## config.mk

```make
export PLATFORM = sky130hd
export DESIGN_NAME = dilated_tap_cache
export DESIGN_NICKNAME = d
export VERILOG_FILES = /design/src/rtl/dtc_pkg.sv /design/src/rtl/dtc_ring_mem.sv /design/src/rtl/dilated_tap_cache.sv
export SDC_FILE = /design/constraint.sdc
export NUM_CORES = 1
export LEC_CHECK = 0
export CAP_MARGIN = 10
export CORE_UTILIZATION = 35
export DETAILED_ROUTE_END_ITERATION = 10
export PLACE_DENSITY = 0.49
export SLEW_MARGIN = 5
export SYNTH_ARGS = -nofsm -noshare
export SYNTH_HDL_FRONTEND = slang
export SYNTH_HIERARCHICAL = 1
export SYNTH_SLANG_ARGS = --single-unit
```

## constraint.sdc

```tcl
create_clock -name clk -period 8.4 [get_ports clk]
set_input_delay 1.68 -clock clk [delete_from_list [all_inputs] [get_ports clk]]
set_output_delay 1.68 -clock clk [all_outputs]
set_load 0.02 [all_outputs]
```

## src/rtl/dtc_pkg.sv

```systemverilog
// Shared helpers for dilated_tap_cache: ring sizing and wrapped address arithmetic.
// Optional build macro used by the top: DTC_ZERO_MASK_EN.
package dtc_pkg;

   function automatic int num_entries(input int dilation, input int kernel_size);
      return dilation * (kernel_size - 1);
   endfunction

   function automatic int addr_width(input int n);
      return (n <= 2) ? 1 : $clog2(n);
   endfunction

   // Wraps by adding n rather than truncating, so non-power-of-2 depths stay correct.
   function automatic int ring_sub(input int head, input int lag, input int n);
      int a;
      a = head - lag;
      if (a < 0) a = a + n;
      return a;
   endfunction

endpackage

```

## src/rtl/dtc_ring_mem.sv

```systemverilog
// N-entry sample store: one synchronous write port and RP combinational read ports.
module dtc_ring_mem #(
   parameter int N      = 12,
   parameter int ADDR_W = 4,
   parameter int DW     = 64,
   parameter int RP     = 3
) (
   input  logic              clk,
   input  logic              wr_en,
   input  logic [ADDR_W-1:0] wr_addr,
   input  logic [DW-1:0]     wr_data,
   input  logic [ADDR_W-1:0] rd_addr [RP],
   output logic [DW-1:0]     rd_data [RP]
);

   // NOTE: the array has no reset branch; history validity is tracked by the
   // fill counter in the top, and a resettable array would not map to RAM.
   logic [DW-1:0] mem [N] = '{default: '0};

   always_ff @(posedge clk) begin
      if (wr_en) mem[wr_addr] <= wr_data;
   end

   always_comb begin
      for (int j = 0; j < RP; j++) rd_data[j] = mem[rd_addr[j]];
   end

endmodule

```

## src/rtl/dilated_tap_cache.sv

```systemverilog
// Ring-buffer cache presenting KERNEL_SIZE dilated taps per accepted sample.
// Define DTC_ZERO_MASK_EN to zero taps whose lag exceeds the recorded history.
module dilated_tap_cache
   import dtc_pkg::*;
#(
   parameter int W           = 16,
   parameter int D           = 4,
   parameter int DILATION    = 4,
   parameter int KERNEL_SIZE = 4
) (
   input  logic                        clk,
   input  logic                        rst,
   input  logic                        in_valid,
   input  logic [D*W-1:0]              inp,
   output logic                        out_valid,
   output logic [KERNEL_SIZE*D*W-1:0]  out_taps,
   output logic                        out_primed
);

   localparam int N      = num_entries(DILATION, KERNEL_SIZE);
   localparam int ADDR_W = addr_width(N);
   localparam int DW     = D * W;
   localparam int RP     = KERNEL_SIZE - 1;
   localparam int FILL_W = $clog2(N + 1);

   logic [ADDR_W-1:0]         head;
   logic [FILL_W-1:0]         fill;
   logic [ADDR_W-1:0]         rd_addr [RP];
   logic [DW-1:0]             rd_data [RP];
   logic [KERNEL_SIZE*DW-1:0] taps;
   logic                      accept;

   // rst has priority: a sample presented during reset is not written.
   assign accept = in_valid & ~rst;

   dtc_ring_mem #(.N(N), .ADDR_W(ADDR_W), .DW(DW), .RP(RP)) u_mem (
      .clk     (clk),
      .wr_en   (accept),
      .wr_addr (head),
      .wr_data (inp),
      .rd_addr (rd_addr),
      .rd_data (rd_data)
   );

   // Lag N lands on head itself and reads the entry before this cycle's write.
   always_comb begin
      for (int k = 0; k < RP; k++)
         rd_addr[k] = ADDR_W'(ring_sub(int'(head), (RP - k) * DILATION, N));
   end

   // NOTE: taps is assigned a full default first so no path can infer a latch.
   always_comb begin
      taps = '0;
      taps[RP*DW +: DW] = inp;
      for (int k = 0; k < RP; k++) begin
         taps[k*DW +: DW] = rd_data[k];
`ifdef DTC_ZERO_MASK_EN
         if ((RP - k) * DILATION > int'(fill)) taps[k*DW +: DW] = '0;
`endif
      end
   end

   // NOTE: all state here uses non-blocking assignments so every register
   // samples pre-edge values (out_primed sees fill before its increment).
   always_ff @(posedge clk) begin
      if (rst) begin
         head       <= '0;
         fill       <= '0;
         out_valid  <= 1'b0;
         out_primed <= 1'b0;
         out_taps   <= '0;
      end else begin
         out_valid <= in_valid;
         if (in_valid) begin
            head       <= (head == ADDR_W'(N - 1)) ? '0 : head + ADDR_W'(1);
            if (fill < FILL_W'(N)) fill <= fill + FILL_W'(1);
            out_taps   <= taps;
            out_primed <= (fill >= FILL_W'(N));
         end
      end
   end

endmodule

```

### Yosys cells after proc, flatten, opt, wreduce, memory -nomap -nowiden

Memory sizes are Yosys's and may differ from the RTL's. A register that Yosys moved wholly into a read port is not among the register bits.
Index checks and enable logic that the tools add are counted.

| cells by class | value |
|---|---|
| add/subtract/negate cells | 8 |
| order comparisons | 5 |
| equal/unequal tests | 1 |
| muxes and demuxes | 6 |
| bitwise gates (word level) | 2 |
| reductions and logical operators | 1 |

Operator list:

| operator | count |
|---|---|
| $mux W4 | 4 |
| $lt A5 B1 Y1 const B | 3 |
| $add A4 B3 Y4 const B | 3 |
| $sub A4 B4 Y5 const B | 2 |
| $add A4 B1 Y4 const B | 2 |
| $sub A4 B3 Y5 const B | 1 |
| $eq A4 B4 Y1 const B | 1 |
| $ge A4 B4 Y1 const B | 1 |
| $lt A4 B4 Y1 const B | 1 |
| $mux W1 | 2 |
| $reduce_and A2 Y1 | 1 |
| $and A1 B1 Y1 | 1 |
| $not A1 Y1 | 1 |

| storage, ports and cells | value |
|---|---|
| bits in registers | 266 |
| RAM bits | 768 |
| output and inout bits | 258 |
| logic and storage cells | 29 |
| memories kept | 1 |

Memory list:

| name | depth | width | read ports | clocked after memory_dff | wr ports | RTL line | source |
|---|---|---|---|---|---|---|---|
| u_mem.mem | 12 | 64 | 3 | 3 | 1 | dtc_ring_mem.sv:18 | `logic [DW-1:0] mem [N] = '{default: '0};` |

### Depth between registers and ports, before layout

Gate-level depths: netlist of run 1.

| logic depth | value |
|---|---|
| depth after elaboration | 4 |
| depth in mapped cells | 10 |
| gate-level depth less buffers | 7 |

### Hierarchy

The synthesis of run 1 kept the hierarchy.

Modules (own cells, without submodules):

| module | instances | cells each | area an instance (um^2) | seq. area each (um^2) |
|---|---|---|---|---|
| dtc_ring_mem | 1 | 2778 | 43224.0 | 23062.1 |
| dilated_tap_cache | 1 | 870 | 9714.3 | 5325.1 |

### Least setup slack after synthesis of run 1

Ideal clock, no wire load.

| path | value |
|---|---|
| kind | input port to flip-flop |
| start | input port in_valid |
| end | memory u_mem.mem[0][0] (enable) |
| library setup time | 0.565 ns |
| data arrival time | 7.114 ns |
| data required time | 7.835 ns |
| slack | 0.721 ns |
| stages on the path | 5 |
| path through | buf_4 > buf_2 > nor2b_1 > or3b_2 > nor3_1 |

| on the way | value |
|---|---|
| cells in the longest elaborated chain, start to end | 3 |

RTL lines:

| item | RTL line | source |
|---|---|---|
| start, declared | dilated_tap_cache.sv:13 | `input logic in_valid,` |
| $and A1 B1 Y1 | dilated_tap_cache.sv:34 | `assign accept = in_valid & ~rst;` |
| net accept | dilated_tap_cache.sv:31 | `logic accept;` |
| $mux W1 | dtc_ring_mem.sv:21 | `if (wr_en) mem[wr_addr] <= wr_data;` |
| $mux W1 (not written as such) | dtc_ring_mem.sv:21 |  |
| end, declared | dtc_ring_mem.sv:18 |  |

The timed path passes the listed nets, and every way through them passes these cells.

### Worst setup path after layout of run 1

| path | value |
|---|---|
| start | register head[0] |
| end | register out_taps[176] (read register of u_mem.mem) |

| on the way | value |
|---|---|
| cells in the longest elaborated chain, start to end | 3 |
| elaborated cells between the ends (all ways) | 4 |

RTL lines:

| item | RTL line | source |
|---|---|---|
| start, declared | dilated_tap_cache.sv:26 | `logic [ADDR_W-1:0] head;` |
| start signal, assigned | dilated_tap_cache.sv:75 | `head <= (head == ADDR_W'(N - 1)) ? '0 : head + ADDR_W'(1);` |
| $sub A4 B3 Y5 * | dtc_pkg.sv:16 | `a = head - lag;` |
| $add A4 B3 Y4 or $lt A5 B1 Y1 (tied branches) | dtc_pkg.sv:17 | `if (a < 0) a = a + n;` |
| $mux W4 * | dtc_pkg.sv:17 |  |
| end, declared | dilated_tap_cache.sv:16 | `output logic [KERNEL_SIZE*D*W-1:0] out_taps,` |

Mark *: on every way between the ends. The rest lies on a longest branch, timed or not.
A chain may end at the register's enable or synchronous reset.

==> results of run 1 <==
-- kinds of logic after synthesis --
group	after synthesis	synth area share, %
muxes	1218	28.5
adders and majority gates	5	0.118
DFF	1034	53.6
and+or+nand+nor	493	3.62
buffers and inverters	313	4.37
AOI/OAI and AO/OA	581	9.73
xor gates and xnor gates	4	0.0662
-- flip-flops by register name (all words and copies together), names as in the netlist --
register / flops
fill: 4
head: 4
out_primed: 1
out_taps: 256
out_valid: 1
u_mem/mem: 768
-- worst max-delay path, cell delays in order, from the launching register on --
cell     delay (ps)
dfxtp_4         940
buf_4           820
nor2b_4         760
buf_4           910
a22o_1          320
o31ai_2         140
mux2i_1         200
nor2_1           60
-- power groups by stage --
stage | Clock (mW) | Sequential, mW | Combinational [mW]
after floorplan | 0 | 5.94 | 0.970
after global placement | 0 | 5.85 | 1.76
after detailed placement | 0 | 5.85 | 1.76
after CTS | 5.43 | 5.74 | 1.77
after global routing | 5.60 | 5.76 | 1.85
final | 5.27 | 5.74 | 1.74
-- per-stage QoR --
step	hold WS [ps]	instance area, sq um
after floorplan	487	52900
after global placement	469	57200
after detailed placement	468	57200
after CTS	478	61100
after global routing	496	61200
final	479	61200
-- layout make-up --
cell class                      count  area, sq um  area share (%)
Clock buffer                      180         3580            5.86
Tap cell                         2016         2520            4.12
Sequential cell                  1034        28400            46.4
Timing Repair Buffer              388         3800            6.21
Multi-Input combinational cell   2301        22400            36.7
Clock inverter                     51          407           0.665
Antenna cell                        3         7.51          0.0123
Inverter                            2         7.51          0.0123
-- worst max path at each step --
stage | startpoint | end | depth (start not counted)
global placement | in_valid | u_mem/mem[6][26] | 5
detailed placement | in_valid | u_mem/mem[6][43] | 5
floorplan | in_valid | u_mem/mem[0][0] | 5
global route | head[0] | out_taps[176] | 7
CTS | head[0] | out_taps[176] | 7
finish | head[0] | out_taps[176] | 7
-- placed cells by master (no fill, tap or decap), types with 3 or more instances in the layout --
cell	Yosys	layout
nand2_4	0	3
mux2i_1	642	642
mux2_2	384	384
o31ai_1	35	35
o31ai_2	157	157
buf_4	49	59
clkinv_1	0	17
mux4_2	192	192
ha_4	0	3
nor2_4	0	12
dfxtp_1	266	264
clkbuf_16	0	130
a22o_1	192	192
edfxtp_1	768	768
nand2b_1	6	3
diode_2	0	3
nand2b_4	0	3
clkbuf_1	71	35
clkinv_2	0	21
nor2b_4	0	3
nor3_2	0	3
nor2_1	272	263
clkdlybuf4s50_1	0	322
o22ai_1	192	192
buf_12	22	5
xnor2_1	4	4
bufinv_16	0	6
clkbuf_8	0	14
nand2_1	196	194
-- per-layer routing --
layer	track usage (%)	wire length (um)	up-vias
met1	28.7	73300	16900
met3	2.68	6870	239
li1	-	-	14800
met2	34.2	77000	854
met4	6.53	4760	2
met5	0	17	-
==> metrics list, run 1 <==
- The first routing iteration left 2225 violations.
- Most frequent cells after synthesis: edfxtp_1 (768), mux2i_1 (642), mux2_2 (384), nor2_1 (272), dfxtp_1 (266)
* Syn-to-layout area delta: 15.5%
- The worst register-to-register path begins at head[0].
- In this run the worst hold path is classified as reg2reg.
* Final hold violation count: 0
- Inst Count DP: 5741
- The worst pin sits at a relative slew slack of 25.1%.
- Dominant register cell in the synthesized netlist: edfxtp_1
- Maximum root-to-sink buffer count: 3
- DRC violations left: 0
- Of the total power, the share spent switching nets is 25.7%.
* Routed Wire Length: 162000 um
- Total count of max-transition violations in the final report: 0
- For the finished layout, the period the worst path requires is 4470 ps.
- From bottom edge to top edge, the die measures 391 um.
- Number of H-tree branching levels: 3
* Clock Pin Slew Worst Setup and Hold Paths: 60 ps
* Worst min-delay path startpoint: out_primed
- RSZ-0062 raised after global routing: false
* Effective utilization at floorplan: 35.3%
- In this run the remaining antenna-violating nets after routing total 0.
- The synthesized design spends more area on one cell type than any other, namely edfxtp_1.
- The worst register-to-register path ends at out_taps[176].
* Floorplan core area: 150000 sq um
- Across all layers, the routed design uses 32.8k vias.
- Clock buffer count from CTS: 121
* Result of the run: complete, no violations
- After synthesis the netlist holds a flip-flop and latch count of 1034.
- The initialized floorplan defines 142 standard-cell rows.
* Average wire per cell in the routed design: 27.1 um
- The worst hold path passes through 2 cells.
- Setup slack on the worst reg-to-reg path comes out at 3930 ps.
- Counting flops with a built-in enable in the synthesized netlist gives 768.
- STA classifies the critical path startpoint as a flop.
* Worst Max-Slew Pin Slew: 1120 ps
* Share of the yosys chip area belonging to registers: 53.6%
* Largest net degree at the start of global routing: 137
* Number of nets produced by synthesis: 3720
* Combinational group share of total power: 13.7%
* Total number of yosys warnings: 6
- CTS sink cnt: 1034
- Worst Hold End: out_primed
* Post-CTS resize count: 0
- Fill cells in the final layout number 14.0k.
- Of the total power, registers draw 45.0%.
- After synthesis, the cell types taking the most area are edfxtp_1 (44%), mux2i_1 (12%), dfxtp_1 (10%).
- Distinct cells, synth: 36
- Clock tree from TritonCTS: built
* Global-route wire length before repair: 235000 um
- Number of antenna violations at the first check in global routing: 7
* Path depth of the worst reg2reg path: 7
* Final Total Pwr: 12.7 mW
- Across every metal layer, demand over resource in global routing totals 20.9%.
- Fraction of the cycle the final worst path needs: 53.2%
- Total of buffers placed on input and output ports: 324
- Number of detailed-route iterations in the first pass: 5
* Final WS setup: 3930 ps
- Measured on the finished design, the core utilization comes to 40.8%.
- The most common cell in the synthesized netlist is edfxtp_1.
- Largest fanout on the critical path: 48
* Die width: 391 um
* Maximum VDD drop: 170 uV
- STA classifies the critical path endpoint as a flop.
- Ratio of total power to cell area: 208 nW/um^2
- Total leakage power: 21.1 nW
* Number of global-route vias before repair: 33.6k
- Fin Setup TNS: 0 ps
* Share of layout cells above drive strength 1: 25.5%
- Clock power frac: 41.3%
- For the worst-skew pair, the clock arrives at the later sink with an insertion delay of 740 ps.
- Worst Path Required: 8980 ps
- Avg Synthesized Cell Area: 14.5 sq um
- The cell sitting at the root of the clock tree is a clkbuf_16.
* Total I/O pin count: 325
- Worst Clk Skew: 24.2 ps
* Achievable clock frequency: 224 MHz
* Post-route non-filler standard cell count: 5975
- Dividing the detail-routed via count by the number of cells gives 5.49.
- Data arrives at the worst endpoint at 5050 ps.
- OpenSTA, run right after detailed placement, puts the worst setup slack at 3400 ps.
- Post-synthesis async set-or-reset flop share: 0%
- Global routing finished with a remaining overflow of 0.
- GPL Wtd Cong: 0.735
- Total Die Area: 153000 sq um
- Number of nets at the end of the flow: 3920
* NetSw: 3.27 mW
- Detailed placement finished with a half-perimeter wire length of 94000 um.
- Synth top area share: 43.6%
- # hold bufs at CTS: 0
- The critical path is of the reg2reg type.
- Reported max-cap violation count: 0
- The internal portion of the total power is 9.47 mW.
* Post-Synthesis Cell Area: 52900 sq um
- Buffers added to address setup during post-CTS repair amount to 0.
* Number of cells produced by synthesis: 3648
* Setup violators final: 0
Power figures use the tool's default switching activity.
==> inputs of run 2 (changes only) <==
--- a/config.mk
+++ b/config.mk
@@ -8,7 +8,7 @@
 export CAP_MARGIN = 10
 export CORE_UTILIZATION = 35
 export DETAILED_ROUTE_END_ITERATION = 10
-export PLACE_DENSITY = 0.49
+export PLACE_DENSITY = 0.51
 export SLEW_MARGIN = 5
 export SYNTH_ARGS = -nofsm -noshare
 export SYNTH_HDL_FRONTEND = slang
==> constraint.sdc (replaced) <==
create_clock -name clk -period 3.9 [get_ports clk]
set_input_delay 0.78 -clock clk [delete_from_list [all_inputs] [get_ports clk]]
set_output_delay 0.78 -clock clk [all_outputs]
set_load 0.02 [all_outputs]
==> metrics list, run 2 (synthesis gave the netlist of run 1 again) <==
- Result of the run: complete, no violations (unchanged)
- Effective utilization at floorplan: 35.3% (unchanged)
- The total vias in the final route came to 33.2k (was 32.8k).
- Total leakage power: 21.6 nW (was 21.1 nW)
* Category of the worst setup path capture point: flop (unchanged)
* Syn-to-layout area delta: 17.5% (was 15.5%)
- Setup violators final: 0 (unchanged)
- GPL Wtd Cong: 0.760 (was 0.735)
- Floorplan core area: 150000 sq um (unchanged)
- Share of layout cells above drive strength 1: 26.3% (was 25.5%)
- Row count: 142 (unchanged)
* Total I/O pin count: 325 (unchanged)
- The minimum clock period after layout came to 2970 ps (was 4470 ps).
- Clk_lat worst skew: 790 ps (was 740 ps)
- The count of cells along the worst hold path came to 2 (unchanged).
* Count of filler cells inserted in the layout: 13.9k (was 14.0k)
- Average wire per cell in the routed design: 27.3 um (was 27.1 um)
- The number of nets in the layout came to 3963 (was 3920).
- Arrival time at the worst endpoint: 3610 ps (was 5050 ps)
- Largest register FFs: 768 (unchanged)
- Commonest cells after routing, fill and taps aside: edfxtp_1 (768), mux2i_1 (642), mux2_2 (384) (unchanged)
- The clock tree from TritonCTS is built (unchanged).
- Post-route standard cell area excluding fillers: 62200 sq um (was 61200 sq um)
* Total of buffers placed on input and output ports: 324 (unchanged)
* Largest net degree at the start of global routing: 101 (was 137)
- Maximum root-to-sink buffer count: 3 (unchanged)
* Pint: 21.0 mW (was 9.47 mW)
- Reported max-cap violation count: 0 (unchanged)
* Ratio of total power to cell area: 453 nW/um^2 (was 208 nW/um^2)
- The total instance count after detailed placement is 5774 (was 5741).
- Count of nets left with antenna violations after detail routing: 0 (unchanged)
- CTS sink cnt: 1034 (unchanged)
- The area of the die was 153000 sq um (unchanged).
* Worst Path Required: 4540 ps (was 8980 ps)
- Worst Clk Skew: 36.8 ps (was 24.2 ps)
* Number of detailed-route iterations in the first pass: 7 (was 5)
- First DRT Iteration DRCs: 1875 (was 2225)
- Nature of the critical path startpoint: flop (unchanged)
- Kind of path behind the tightest hold check: in2reg (was reg2reg)
- The highest attainable clock frequency came to 337 MHz (was 224 MHz).
- The number of design rule violations left after detail routing is 0 (unchanged).
- The count of pins over their slew limit is 0 (unchanged).
* Crit path kind: reg2reg (unchanged)
* RSZ-0062 raised after global routing: false (unchanged)
- Reg-to-reg slack, setup: 930 ps (was 3930 ps)
* Final hold violation count: 0 (unchanged)
- Post-CTS resize count: 0 (unchanged)
- The beginning of the worst register-to-register path is head[2] (was head[0]).
- Worst Max-Slew Pin Slew: 1140 ps (was 1120 ps)
- Endpoint of the lowest-slack register-to-register path: out_taps[134] (was out_taps[176])
* Path depth of the worst reg2reg path: 8 (was 7)
* Detailed-route vias per instance: 5.52 (was 5.49)
- Clock Pin Slew Worst Setup and Hold Paths: 60 ps (about the same)
- The setup TNS after final layout is 0 ps (unchanged).
- The worst hold margin was 348 ps (was 479 ps).
* Worst min-delay path startpoint: rst (was out_primed)
- Root buffer cell: clkbuf_16 (unchanged)
- The remaining max-slew budget at the tightest pin came to 24.3% (was 25.1%).
- Fraction of the cycle the final worst path needs: 76.0% (was 53.2%)
- Number of H-tree branching levels: 4 (was 3)
* Clock buffer count from CTS: 131 (was 121)
- Routed Wire Length: 165000 um (was 162000 um)
- The portion of total power attributed to the clock network came to 42.6% (was 41.3%).
* Die width: 391 um (unchanged)
- Most common cell after layout, fill and taps aside: edfxtp_1 (unchanged)
* Worst slack at placement: 905 ps (was 3400 ps)
- The non-filler instance count after layout is 6018 (was 5975).
- The share of total power consumed by net switching is 25.7% (about the same).
- The initial antenna violation count came to 9 (was 7).
- The number of buffers inserted to repair setup after CTS is 0 (unchanged).
* # hold bufs at CTS: 0 (unchanged)
- Worst Hold End: out_taps[254] (was out_primed)
* Proportion of power drawn by flip-flops and latches: 44.0% (was 45.0%)
- Remaining global-route overflow: 0 (unchanged)
* Final WS setup: 934 ps (was 3930 ps)
- Global-route wire length before repair: 236000 um (was 235000 um)
- The overall global routing resource usage was 21.1% (was 20.9%).
- The maximum fanout along the worst path is 56 (was 48).
- Dpl cell area: 57900 sq um (was 57200 sq um)
* Top register by number of flip-flops: u_mem/mem (unchanged)
- Maximum VDD drop: 329 uV (was 170 uV)
- The power share of the combinational group came to 13.4% (was 13.7%).
- Biggest regs: u_mem/mem: 768 flops, out_taps: 256 flops (unchanged).
- Number of global-route vias before repair: 33.7k (was 33.6k)
- NetSw: 7.24 mW (was 3.27 mW)
- Post-detail-place hpwl: 96100 um (was 94000 um)
- The vertical extent of the die was 391 um (unchanged).
==> run 2: cell count changes in the layout (fill, tap and decap cells not counted), sizes merged <==
cell	previous run	this run
bufinv	6	9
clkinv	39	38
inv	7	10
buf	66	99
diode	3	4
clkbuf	180	184
==> run 2: cell type report <==
type / instances / area [sq um] / share of cell area [%]
Multi-Input combinational cell: 2301 / 22500 / 36.1
Timing Repair Buffer: 421 / 4560 / 7.32
Sequential cell: 1034 / 28400 / 45.6
Clock inverter: 56 / 577 / 0.927
Clock buffer: 184 / 3700 / 5.95
Inverter: 2 / 7.51 / 0.0121
Tap cell: 2016 / 2520 / 4.05
Antenna cell: 4 / 10.0 / 0.0161
==> run 2: critical path: stages, from the launching register on <==
cell and delay [ps]:
dfxtp_1 370, inv_1 210, ha_4 860, buf_4 440, mux2_2 370, o22ai_1 180
o31ai_1 110, mux2i_1 160, nor2_1 50
==> run 2: worst max path at each step <==
stage | from | endpoint | slack (ps) | cells after the start
floorplan | in_valid | u_mem/mem[5][0] | -820 | 5
global placement | head[2] | out_taps[138] | 900 | 8
detailed placement | head[2] | out_taps[134] | 900 | 8
CTS | head[2] | out_taps[166] | 900 | 8
global route | head[2] | out_taps[166] | 760 | 8
finish | head[2] | out_taps[134] | 930 | 8
==> run 2: power by group through the flow <==
stage | Combinational (mW) | Sequential (mW) | Clock, mW
3_5_place_dp | 3.82 | 12.6 | 0
5_1_grt | 4.01 | 12.4 | 12.8
3_3_place_gp | 3.81 | 12.6 | 0
4_1_cts | 3.83 | 12.4 | 12.4
6_report | 3.78 | 12.4 | 12.0
2_1_floorplan | 2.09 | 12.8 | 0
==> run 2: layer usage <==
metal	part of all wire (%)	wire length, um	track usage (%)
met1	46	75600	28.8
met2	48	78500	34.6
met3	3.9	6480	2.94
met4	2.4	3890	6.51
met5	0.0079	13	0
==> run 2: per-stage QoR <==
step	total power [mW]	util (%)
finish	28.2	41.5
floorplan	14.9	-
global route	29.2	41.5
global placement	16.5	38.6
detailed placement	16.5	38.6
CTS	28.6	41.5
==> inputs of run 3 (changes only) <==
==> constraint.sdc (replaced) <==
create_clock -name clk -period 2.5 [get_ports clk]
set_input_delay 0.5 -clock clk [delete_from_list [all_inputs] [get_ports clk]]
set_output_delay 0.5 -clock clk [all_outputs]
set_load 0.02 [all_outputs]
==> metrics list, run 3 (synthesis gave the netlist of run 1 again) <==
- The number of rows created at floorplan is 142 (unchanged).
- The flip-flop count of the largest register after layout was 768 (unchanged).
- Inst Count DP: 5870 (was 5774)
- Fraction of the cycle the final worst path needs: 97.2%
- Biggest regs: u_mem/mem: 768 flops, out_taps: 256 flops (unchanged).
- The most common library cell in the layout ignoring fill and taps was edfxtp_1 (unchanged).
- The longest individual stage delay on the worst path is 840 ps (was 860 ps).
- Clock buffer count from CTS: 121 (was 131)
- Clk_lat worst skew: 760 ps (was 790 ps)
- Reported max-cap violation count: 0 (unchanged)
- Maximum root-to-sink buffer count: 3 (unchanged)
- The power per cell area came to 681 nW/um^2 (was 453 nW/um^2).
* Number of nets at the end of the flow: 4051 (was 3963)
- Worst Path Required: 2000 ps (was 4540 ps)
- Effective utilization at floorplan: 35.3% (unchanged)
- Vias post-DR: 33.4k (was 33.2k)
* Register Area: 28400 sq um (about the same)
- Cell Chain, Critical Path: clkdlybuf4s50_1 (was inv_1 -> ha_4 -> buf_4 -> mux2_2 -> o22ai_1 -> o31ai_1 -> mux2i_1 -> nor2_1)
* Global-route wire length before repair: 237000 um (was 236000 um)
* Total global routing track utilization: 21.2% (was 21.1%)
- Endpoint of the lowest-slack register-to-register path: out_taps[1] (was out_taps[134])
- The via count of the first global-routing pass came to 33.5k (was 33.7k).
- Min Clock Period, post-route: 2430 ps
* Count of filler cells inserted in the layout: 13.8k (was 13.9k)
- Worst hold path cell count: 3 (was 2)
- The clock tree from TritonCTS was built (unchanged).
* RSZ-0062 raised after global routing: false (unchanged)
- Arrival time at the worst endpoint: 1930 ps (was 3610 ps)
- The number of clock sinks is 1034 (unchanged).
- Number of detailed-route iterations in the first pass: 5 (was 7)
- Detailed-route vias per instance: 5.47 (was 5.52)
- The total global routing overflow was 0 (unchanged).
- The total power consumption of the routed design came to 43.3 mW (was 28.2 mW).
- Crit path kind: reg2out (was reg2reg)
- Kind of path behind the tightest hold check: in2reg (unchanged)
- The count of pins over their slew limit is 0 (unchanged).
- Fraction of the core area covered by cells at the end of the flow: 42.4% (was 41.5%)
- Result of the run: complete, no violations (unchanged)
* Clock Pin Slew Worst Setup and Hold Paths: 60 ps (about the same)
- Path depth of the worst reg2reg path: 7 (was 8)
* # hold bufs at CTS: 0 (unchanged)
* Launch point of the worst path: out_taps[193] (was head[2])
* Buf/Inv on CP: 1 (was 2)
* Post-detail-place hpwl: 100000 um (was 96100 um)
* Achievable clock frequency: 411 MHz
- Start of the worst register-to-register path: head[1] (was head[2])
- The count of final hold-check violations was 0 (unchanged).
- Root buffer cell: clkbuf_16 (unchanged)
- The final worst clock skew is 16.8 ps (was 36.8 ps).
* Nature of the critical path startpoint: flop (unchanged)
- The layout overhead on the synthesized area is 20.0% (was 17.5%).
- Total leakage power: 22.2 nW (was 21.6 nW)
- Category of the worst setup path capture point: output pin (was flop)
* Floorplan core area: 150000 sq um (unchanged)
- Largest net degree at the start of global routing: 93 (was 101)
- Last element of the critical path: out_taps[193] (was out_taps[134])
- GPL Wtd Cong: 0.780 (was 0.760)
- Multi-input gate area: 22500 sq um (about the same)
- Total Die Area: 153000 sq um (unchanged)
* Count of nets left with antenna violations after detail routing: 0 (unchanged)
* Largest delay contributor family on the critical path: buffers and inverters (was adder cells)
* Reg-to-reg slack, setup: 100 ps (was 930 ps)
- The initial antenna violation count came to 6 (was 9).
- Vertical die dimension: 391 um (unchanged)
- DRC violations left: 0 (unchanged)
* Largest fanout on the critical path: 2 (was 56)
- The number of levels the H-tree was split into was 3 (was 4).
- The total number of cells along the worst setup path was 1 (was 8).
- Average wire per cell in the routed design: 27.1 um (was 27.3 um)
* Commonest cells after routing, fill and taps aside: edfxtp_1 (768), mux2i_1 (642), mux2_2 (384) (unchanged)
- Worst Max-Slew Pin Slew: 767 ps (was 1140 ps)
* Post-route non-filler standard cell count: 6108 (was 6018)
* Total I/O pin count: 325 (unchanged)
* Die width: 391 um (unchanged)
* Standard cell with the maximum stage delay on the critical path: clkdlybuf4s50_1 (was ha_4)
* Total of buffers placed on input and output ports: 324 (unchanged)
* Maximum VDD drop: 566 uV (was 329 uV)
- The first-iteration detailed-routing DRC count was 2283 (was 1875).
* Routed Wire Length: 165000 um (about the same)
* Setup violators final: 0 (unchanged)
- Remaining max-slew budget at the tightest pin: 48.9% (was 24.3%)
* Share of layout cells above drive strength 1: 28.1% (was 26.3%)
- Top register by number of flip-flops: u_mem/mem (unchanged)
## run 3: how the worst min path moves through the flow
stage | from | endpoint | slack (ps)
after floorplan | fill[1] | fill[1] | 490
after global placement | out_taps[241] | out_taps[241] | 470
after detailed placement | out_primed | out_primed | 480
after CTS | rst | out_taps[125] | 230
after global routing | rst | out_taps[125] | 250
final | rst | out_taps[4] | 250
## run 3: through the flow
stage	setup TNS, ps	cell area, sq um	hold WS, ps	worst slack (ps)
2_1_floorplan	-227590	53100	487	-836
3_3_place_gp	-61.4	59400	473	-61.4
3_5_place_dp	-62.3	59400	478	-62.3
4_1_cts	0	63500	229	0.886
5_1_grt	0	63500	248	3.13
6_report	0	63500	246	69.4
## run 3: tightest hold or removal path, cell delays in order
cell and delay, ps:
buf_8 130, buf_12 190, nor2_1 130
## run 3: power breakdown
group,leakage [nW],switching [mW],internal (mW)
Combinational,11.1,3.54,2.74
Sequential,9.12,0.361,18.9
Clock,1.97,7.39,10.3
Total,22.2,11.3,32.0
## run 3: cell type report
cell class              count  area share [%]
diodes                      4          0.0158
clock buffers             177            5.56
clock inverters            55           0.747
inverters                   2          0.0118
multi-input cells        2301            35.4
flip-flops and latches   1034            44.7
well taps                2016            3.97
repair buffers            519            9.60
## run 3: what timing repair did
action | 4_1_cts | 5_1_grt
cloned | 0 | 1
pin swaps | 0 | 1
hold endpoints to repair | 0 | 0
setup endpoints to repair | 3 | 5
buffers inserted | 0 | 1
gates resized for setup | 3 | 5
## run 3: layer usage
metal	track usage (%)	part of all wire, %	routed length [um]
met3	3.04	4.8	7910
met1	29.5	45	75200
met2	34.6	47	78300
met5	0	0.0079	13
met4	5.53	2.5	4060
